`src/rtl/column_mac_engine.sv`:
```
// Row-sequential dot-product engine fed by a combinational weight ROM.
// One signed MAC per cycle; saturated Q-format results over valid/ready.
module column_mac_engine #(
  parameter int N    = 8,
  parameter int S    = 8,
  parameter int n    = 32,
  parameter int FRAC = 16,
  parameter int AW   = 3
) (
  input  logic           clk,
  input  logic           rst,
  input  logic           start,
  input  logic [N*n-1:0] x_in,
  output logic [AW-1:0]  addr,
  input  logic [N*n-1:0] W,
  output logic [n-1:0]   y_out,
  output logic [AW-1:0]  y_row,
  output logic           out_valid,
  input  logic           out_ready,
  output logic           busy,
  output logic           done
);

  localparam int IW   = (N > 1) ? $clog2(N) : 1;
  localparam int AccW = 2*n + IW;
  localparam logic [IW-1:0] LaneLast = IW'(N-1);
  localparam logic [AW-1:0] RowLast  = AW'(S-1);

  typedef enum logic [1:0] {IDLE, MAC, OUT} state_t;

  state_t state, state_nx;

  logic [IW-1:0]          lane;
  logic [N*n-1:0]         xr;
  logic signed [AccW-1:0] acc, acc_nx, acc_sh;
  logic signed [n-1:0]    w_l, x_l;
  logic signed [2*n-1:0]  w_e, x_e, prod;
  logic [AccW-n:0]        hi;
  logic                   fits;
  logic [n-1:0]           sat;
  logic                   last_lane, last_row;

  assign w_l = W[int'(lane)*n +: n];
  assign x_l = xr[int'(lane)*n +: n];
  assign w_e = {{n{w_l[n-1]}}, w_l};
  assign x_e = {{n{x_l[n-1]}}, x_l};
  assign prod = w_e * x_e;
  assign acc_nx = acc + {{IW{prod[2*n-1]}}, prod};
  assign acc_sh = acc_nx >>> FRAC;

  // result fits in n bits iff all bits above the sign bit match it
  assign hi   = acc_sh[AccW-1:n-1];
  assign fits = (&hi) | ~(|hi);
  assign sat  = fits ? acc_sh[n-1:0] :
                acc_sh[AccW-1] ? {1'b1, {(n-1){1'b0}}} :
                                 {1'b0, {(n-1){1'b1}}};

  assign last_lane = (lane == LaneLast);
  assign last_row  = (addr == RowLast);

  always_ff @(posedge clk or posedge rst) begin
    if (rst) state <= IDLE;
    else     state <= state_nx;
  end

  always_comb begin
    state_nx = state;
    unique case (state)
      IDLE: if (start) state_nx = MAC;
      MAC:  if (last_lane) state_nx = OUT;
      OUT:  if (out_ready) state_nx = last_row ? IDLE : MAC;
      default: state_nx = IDLE;
    endcase
  end

  always_ff @(posedge clk or posedge rst) begin
    if (rst) begin
      addr      <= '0;
      y_out     <= '0;
      y_row     <= '0;
      out_valid <= 1'b0;
      busy      <= 1'b0;
      done      <= 1'b0;
      acc       <= '0;
      lane      <= '0;
      xr        <= '0;
    end else begin
      done <= 1'b0;
      unique case (state)
        IDLE: if (start) begin
          xr   <= x_in;
          addr <= '0;
          lane <= '0;
          acc  <= '0;
          busy <= 1'b1;
        end
        MAC: begin
          acc  <= acc_nx;
          lane <= lane + IW'(1);
          if (last_lane) begin
            y_out     <= sat;
            y_row     <= addr;
            out_valid <= 1'b1;
          end
        end
        OUT: if (out_ready) begin
          out_valid <= 1'b0;
          lane      <= '0;
          acc       <= '0;
          if (last_row) begin
            busy <= 1'b0;
            done <= 1'b1;
          end else begin
            addr <= addr + AW'(1);
          end
        end
        default: ;
      endcase
    end
  end

endmodule

```
`config.mk`:
```
export PLATFORM = sky130hd
export DESIGN_NAME = column_mac_engine
export DESIGN_NICKNAME = d
export VERILOG_FILES = /design/src/rtl/column_mac_engine.sv
export SDC_FILE = /design/constraint.sdc
export NUM_CORES = 2
export LEC_CHECK = 0
export BUFFER_PORTS_ARGS = -buffer_cell sky130_fd_sc_hd__clkbuf_2
export CORE_MARGIN = 3
export CORE_UTILIZATION = 51
export CTS_CLUSTER_SIZE = 16
export DETAILED_ROUTE_END_ITERATION = 6
export PLACE_DENSITY = 0.77
export REMOVE_ABC_BUFFERS = 1
export SLEW_MARGIN = 20
export SYNTH_ARGS = -nofsm -noshare
export SYNTH_HDL_FRONTEND = slang
export SYNTH_SLANG_ARGS = --single-unit
```
`constraint.sdc`:
```
create_clock -name clk -period 15.56 [get_ports clk]
set_clock_uncertainty 0.1 [all_clocks]
set_input_delay 0.778 -clock clk [delete_from_list [all_inputs] [get_ports clk]]
set_output_delay 0.778 -clock clk [all_outputs]
set_load 0.005 [all_outputs]
```
==> flow_summary.html <==
<table>
<tr><th>Metric</th><th>Value</th></tr>
<tr><th colspan="2">Outcome</th></tr>
<tr><td>Status</td><td>finished, final reports clean</td></tr>
<tr><th colspan="2">Routing</th></tr>
<tr><td>Detailed-route wire length</td><td>172000 um</td></tr>
<tr><td>Detailed-routing iteration count for the pre-antenna-repair pass</td><td>6</td></tr>
<tr><td># DRC</td><td>0</td></tr>
<tr><td>Post-DR vias/cell</td><td>5.81</td></tr>
<tr><td>Starting DRT DRC Count</td><td>3262</td></tr>
<tr><td>Antenna Nets Post-Route</td><td>0</td></tr>
<tr><td>Vias</td><td>43500</td></tr>
<tr><td>Per-cell routed wire length</td><td>22.9 um</td></tr>
<tr><th colspan="2">Critical path</th></tr>
<tr><td>Worst setup slack for register-to-register paths</td><td>1700 ps</td></tr>
<tr><td>CP endpoint kind</td><td>flip-flop</td></tr>
<tr><td>Logic depth of the worst register-to-register path</td><td>41</td></tr>
<tr><td>Maximum fanout encountered on the critical timing path</td><td>40</td></tr>
<tr><td>CP Data Arrival Time</td><td>14220 ps</td></tr>
<tr><td>Class of the most critical setup path</td><td>flip-flop to flip-flop</td></tr>
<tr><td>Startpoint types</td><td>flip-flop</td></tr>
<tr><td>Crit path largest cell delay</td><td>1010 ps</td></tr>
<tr><td>WP data required</td><td>15920 ps</td></tr>
<tr><td>Library cell contributing the largest single delay on the critical path</td><td>dfrtp_4</td></tr>
<tr><td>Startpoint of the worst-slack reg-to-reg timing path</td><td>lane[0]</td></tr>
<tr><td>Critical register-to-register path endpoint</td><td>y_out[1]</td></tr>
<tr><td>Cell repeated most along the worst path</td><td>fa_1</td></tr>
<tr><th colspan="2">Global route</th></tr>
<tr><td>Number of global-route vias before repair</td><td>48000</td></tr>
<tr><td>Overall global routing resource usage</td><td>30.4%</td></tr>
<tr><td>Antenna violations before repair</td><td>3</td></tr>
<tr><td>GR Overflow Total</td><td>0</td></tr>
<tr><td>Global-route wire length before repair</td><td>270000 um</td></tr>
<tr><td>Largest net degree at the start of global routing</td><td>157</td></tr>
<tr><th colspan="2">Placement</th></tr>
<tr><td>Port buffer count</td><td>556</td></tr>
<tr><td>Placer congestion estimate</td><td>0.986</td></tr>
<tr><td>Total half-perimeter wirelength after legalization and detailed placement</td><td>136000 um</td></tr>
<tr><td>Placed Instance Area</td><td>61200 um^2</td></tr>
<tr><th colspan="2">Clocking</th></tr>
<tr><td>Deepest level of the CTS H-tree</td><td>2</td></tr>
<tr><td>CTS tree</td><td>done</td></tr>
<tr><td>Clock-pin slew on the worst setup and hold paths</td><td>60 ps</td></tr>
<tr><td>Number of cells upsized or downsized after cts</td><td>0</td></tr>
<tr><td>Clock tree buffer depth</td><td>3</td></tr>
<tr><td>Clock latency reported for the late side of the worst-skew pair</td><td>610 ps</td></tr>
<tr><td>Total clock sinks</td><td>369</td></tr>
<tr><td>Hold-fix buffers, CTS</td><td>0</td></tr>
<tr><td>Inserted Clock Buffers</td><td>43</td></tr>
<tr><td>Clock tree root buffer cell</td><td>clkbuf_16</td></tr>
<tr><td>Post-CTS setup-driven buffer insertion count</td><td>0</td></tr>
<tr><th colspan="2">STA</th></tr>
<tr><td>F_max</td><td>0.0722 GHz</td></tr>
<tr><td>Transition at the pin with the smallest max-transition slack</td><td>1090 ps</td></tr>
<tr><td>Final setup fails</td><td>0</td></tr>
<tr><td>Period minus WS final</td><td>13860 ps</td></tr>
<tr><td>Final worst-path cycle share</td><td>89.1%</td></tr>
<tr><td>Pins over their slew limit</td><td>0</td></tr>
<tr><td>Setup repair after global routing missed its margin</td><td>false</td></tr>
<tr><td>Final count of hold timing violations</td><td>0</td></tr>
<tr><td>Remaining max-slew budget at the tightest pin</td><td>27.1%</td></tr>
<tr><th colspan="2">Floorplanning</th></tr>
<tr><td>Horizontal extent of the die</td><td>339 um</td></tr>
<tr><td>Core Region</td><td>109000 um^2</td></tr>
<tr><td>Die Span Y</td><td>339 um</td></tr>
<tr><td>Die area</td><td>115000 um^2</td></tr>
<tr><td>Starting density of the core</td><td>51.7%</td></tr>
<tr><td>Number of placement rows</td><td>121</td></tr>
<tr><td>IO Pins</td><td>557</td></tr>
<tr><th colspan="2">Logic synthesis</th></tr>
<tr><td>Syn Std Cell Area</td><td>56600 um^2</td></tr>
<tr><td>Number of flops mapped to enable cells by yosys</td><td>0</td></tr>
<tr><td>Sequential element share of the synthesized area</td><td>16.3%</td></tr>
<tr><td>Post-synthesis average cell area</td><td>10.2 um^2</td></tr>
<tr><td>Predominant post-synthesis flop cell</td><td>dfrtp_1</td></tr>
<tr><td>Register bit total from synthesis</td><td>369</td></tr>
<tr><td>Share of flip-flops with an asynchronous set or reset after synthesis</td><td>100%</td></tr>
<tr><td>Number of library cell types mapped by synthesis</td><td>72</td></tr>
<tr><td>Synthesis Warnings</td><td>0</td></tr>
<tr><td>Instance count of the mapped netlist</td><td>5552</td></tr>
<tr><th colspan="2">Flow run</th></tr>
<tr><td>Max-cap violations</td><td>0</td></tr>
<tr><th colspan="2">Cells and area</th></tr>
<tr><td>Most frequent cells in the layout</td><td>fa_1, inv_1, nand2_1, clkbuf_2, nor2_1</td></tr>
<tr><td>Fraction of final layout cells with drive strength greater than 1</td><td>20.9%</td></tr>
<tr><td>Commonest non-fill, non-tap cell in the layout</td><td>fa_1</td></tr>
<tr><td>Area of all placed cells without fillers</td><td>62600 um^2</td></tr>
<tr><td>Number of nets at the end of the flow</td><td>7839</td></tr>
<tr><td>Area Overhead vs Synth</td><td>10.6%</td></tr>
<tr><th colspan="2">Min path</th></tr>
<tr><td>Type of the worst min-delay path</td><td>input port to async pin</td></tr>
</table>
==> stage by stage <==
step | hold WS [ps] | worst slack [ps] | setup TNS [ps] | instances | util [%]
after CTS | 245 | 1850 | 0 | 7488 | 57.2
after global routing | 261 | 973 | 0 | 7490 | 57.2
after global placement | 369 | 1970 | 0 | 7411 | 55.9
final | 184 | 1700 | 0 | 7493 | 57.2
after floorplan | 356 | -5710 | -1556480 | 5277 | -
after detailed placement | 381 | 1930 | 0 | 7411 | 55.9
==> critical path, delay by kind of cell (launching register included) <==
family          cells  cell delay, ps
fa+ha+maj          10            5000
compound gates     14            3720
simple gates        9            1330
buf+inv             5            1190
mux                 2            1130
flops               1            1010
xor+xnor            1             150
==> cell type report <==
type,count,area (um^2)
inverter,964,3630
clock inverter,16,175
tap,1476,1850
clock buffer,61,1230
fill,9254,46900
timing repair buffer,658,3630
multi-input combinational,3944,42800
sequential,369,9250
antenna,5,12.5
==> cells in the mapped netlist, types with 5 or more instances <==
| cell type | n | share of area [%] |
|---|---|---|
| fa_1 | 1083 | 38 |
| inv_1 | 964 | 6.4 |
| nand2_1 | 682 | 4.5 |
| nor2_1 | 551 | 3.7 |
| dfrtp_1 | 369 | 16 |
| mux2_2 | 320 | 6.4 |
| ha_1 | 260 | 5.8 |
| clkbuf_1 | 232 | 1.5 |
| a21oi_1 | 166 | 1.5 |
| mux4_2 | 128 | 5.1 |
| xnor2_1 | 89 | 1.4 |
| o21ai_0 | 83 | 0.73 |
| mux2i_1 | 58 | 1.0 |
| a21o_1 | 57 | 0.76 |
| a22o_1 | 55 | 0.85 |
| nand4_1 | 39 | 0.43 |
| xor2_1 | 39 | 0.60 |
| a22oi_2 | 30 | 0.66 |
| buf_1 | 27 | 0.18 |
| o21bai_1 | 25 | 0.33 |
| o21a_1 | 24 | 0.32 |
| nand3_1 | 22 | 0.19 |
| and2_1 | 21 | 0.23 |
| nor3_1 | 20 | 0.18 |
| nand2b_1 | 19 | 0.21 |
| nor2b_1 | 18 | 0.20 |
| o21ai_1 | 17 | 0.15 |
| a31oi_1 | 14 | 0.15 |
| o211ai_1 | 13 | 0.17 |
| and3_1 | 12 | 0.13 |
| a211oi_1 | 11 | 0.15 |
| buf_2 | 10 | 0.088 |
| o31ai_1 | 9 | 0.12 |
| nor4_1 | 8 | 0.088 |
| and4_1 | 6 | 0.093 |
| o22ai_1 | 5 | 0.055 |
==> layer usage <==
metal | up-vias | track usage (%) | share of wire, %
li1 | 18400 | - | -
met1 | 22200 | 37.1 | 36
met2 | 2358 | 50.2 | 48
met3 | 633 | 6.79 | 9.8
met4 | 0 | 16.6 | 6.6
met5 | - | 0 | 0
==> worst max path at each step <==
stage / start / to / cells after the start / slack, ps
floorplan: state[1] / xr[0] / 2 / -5710
global placement: lane[0] / y_out[0] / 40 / 1970
detailed placement: lane[0] / y_out[10] / 41 / 1930
CTS: lane[0] / y_out[1] / 43 / 1850
global route: lane[0] / y_out[2] / 41 / 970
finish: lane[0] / y_out[1] / 41 / 1700
==> state kept, by name, indices dropped and copies added, names as in the netlist <==
signal and count:
out_valid 1, xr 256, addr 3, acc 67, y_out 32, lane 3
done 1, busy 1, y_row 3, state 2
==> kinds of logic (layout without fill, tap and decap cells) <==
logic type	Yosys count	in the layout	share of synthesized area, %
and+or+nand+nor	1413	1413	10.1
other	0	5	0
muxes	506	506	12.5
xor gates and xnor gates	129	129	2.02
DFF	369	369	16.3
adders and majority gates	1343	1343	44.1
AOI/OAI and AO/OA	553	553	6.65
buffers and inverters	1239	1699	8.30
Power is not shown: default switching activity piles up to over one toggle a cycle in this logic, so the estimate is an artifact.
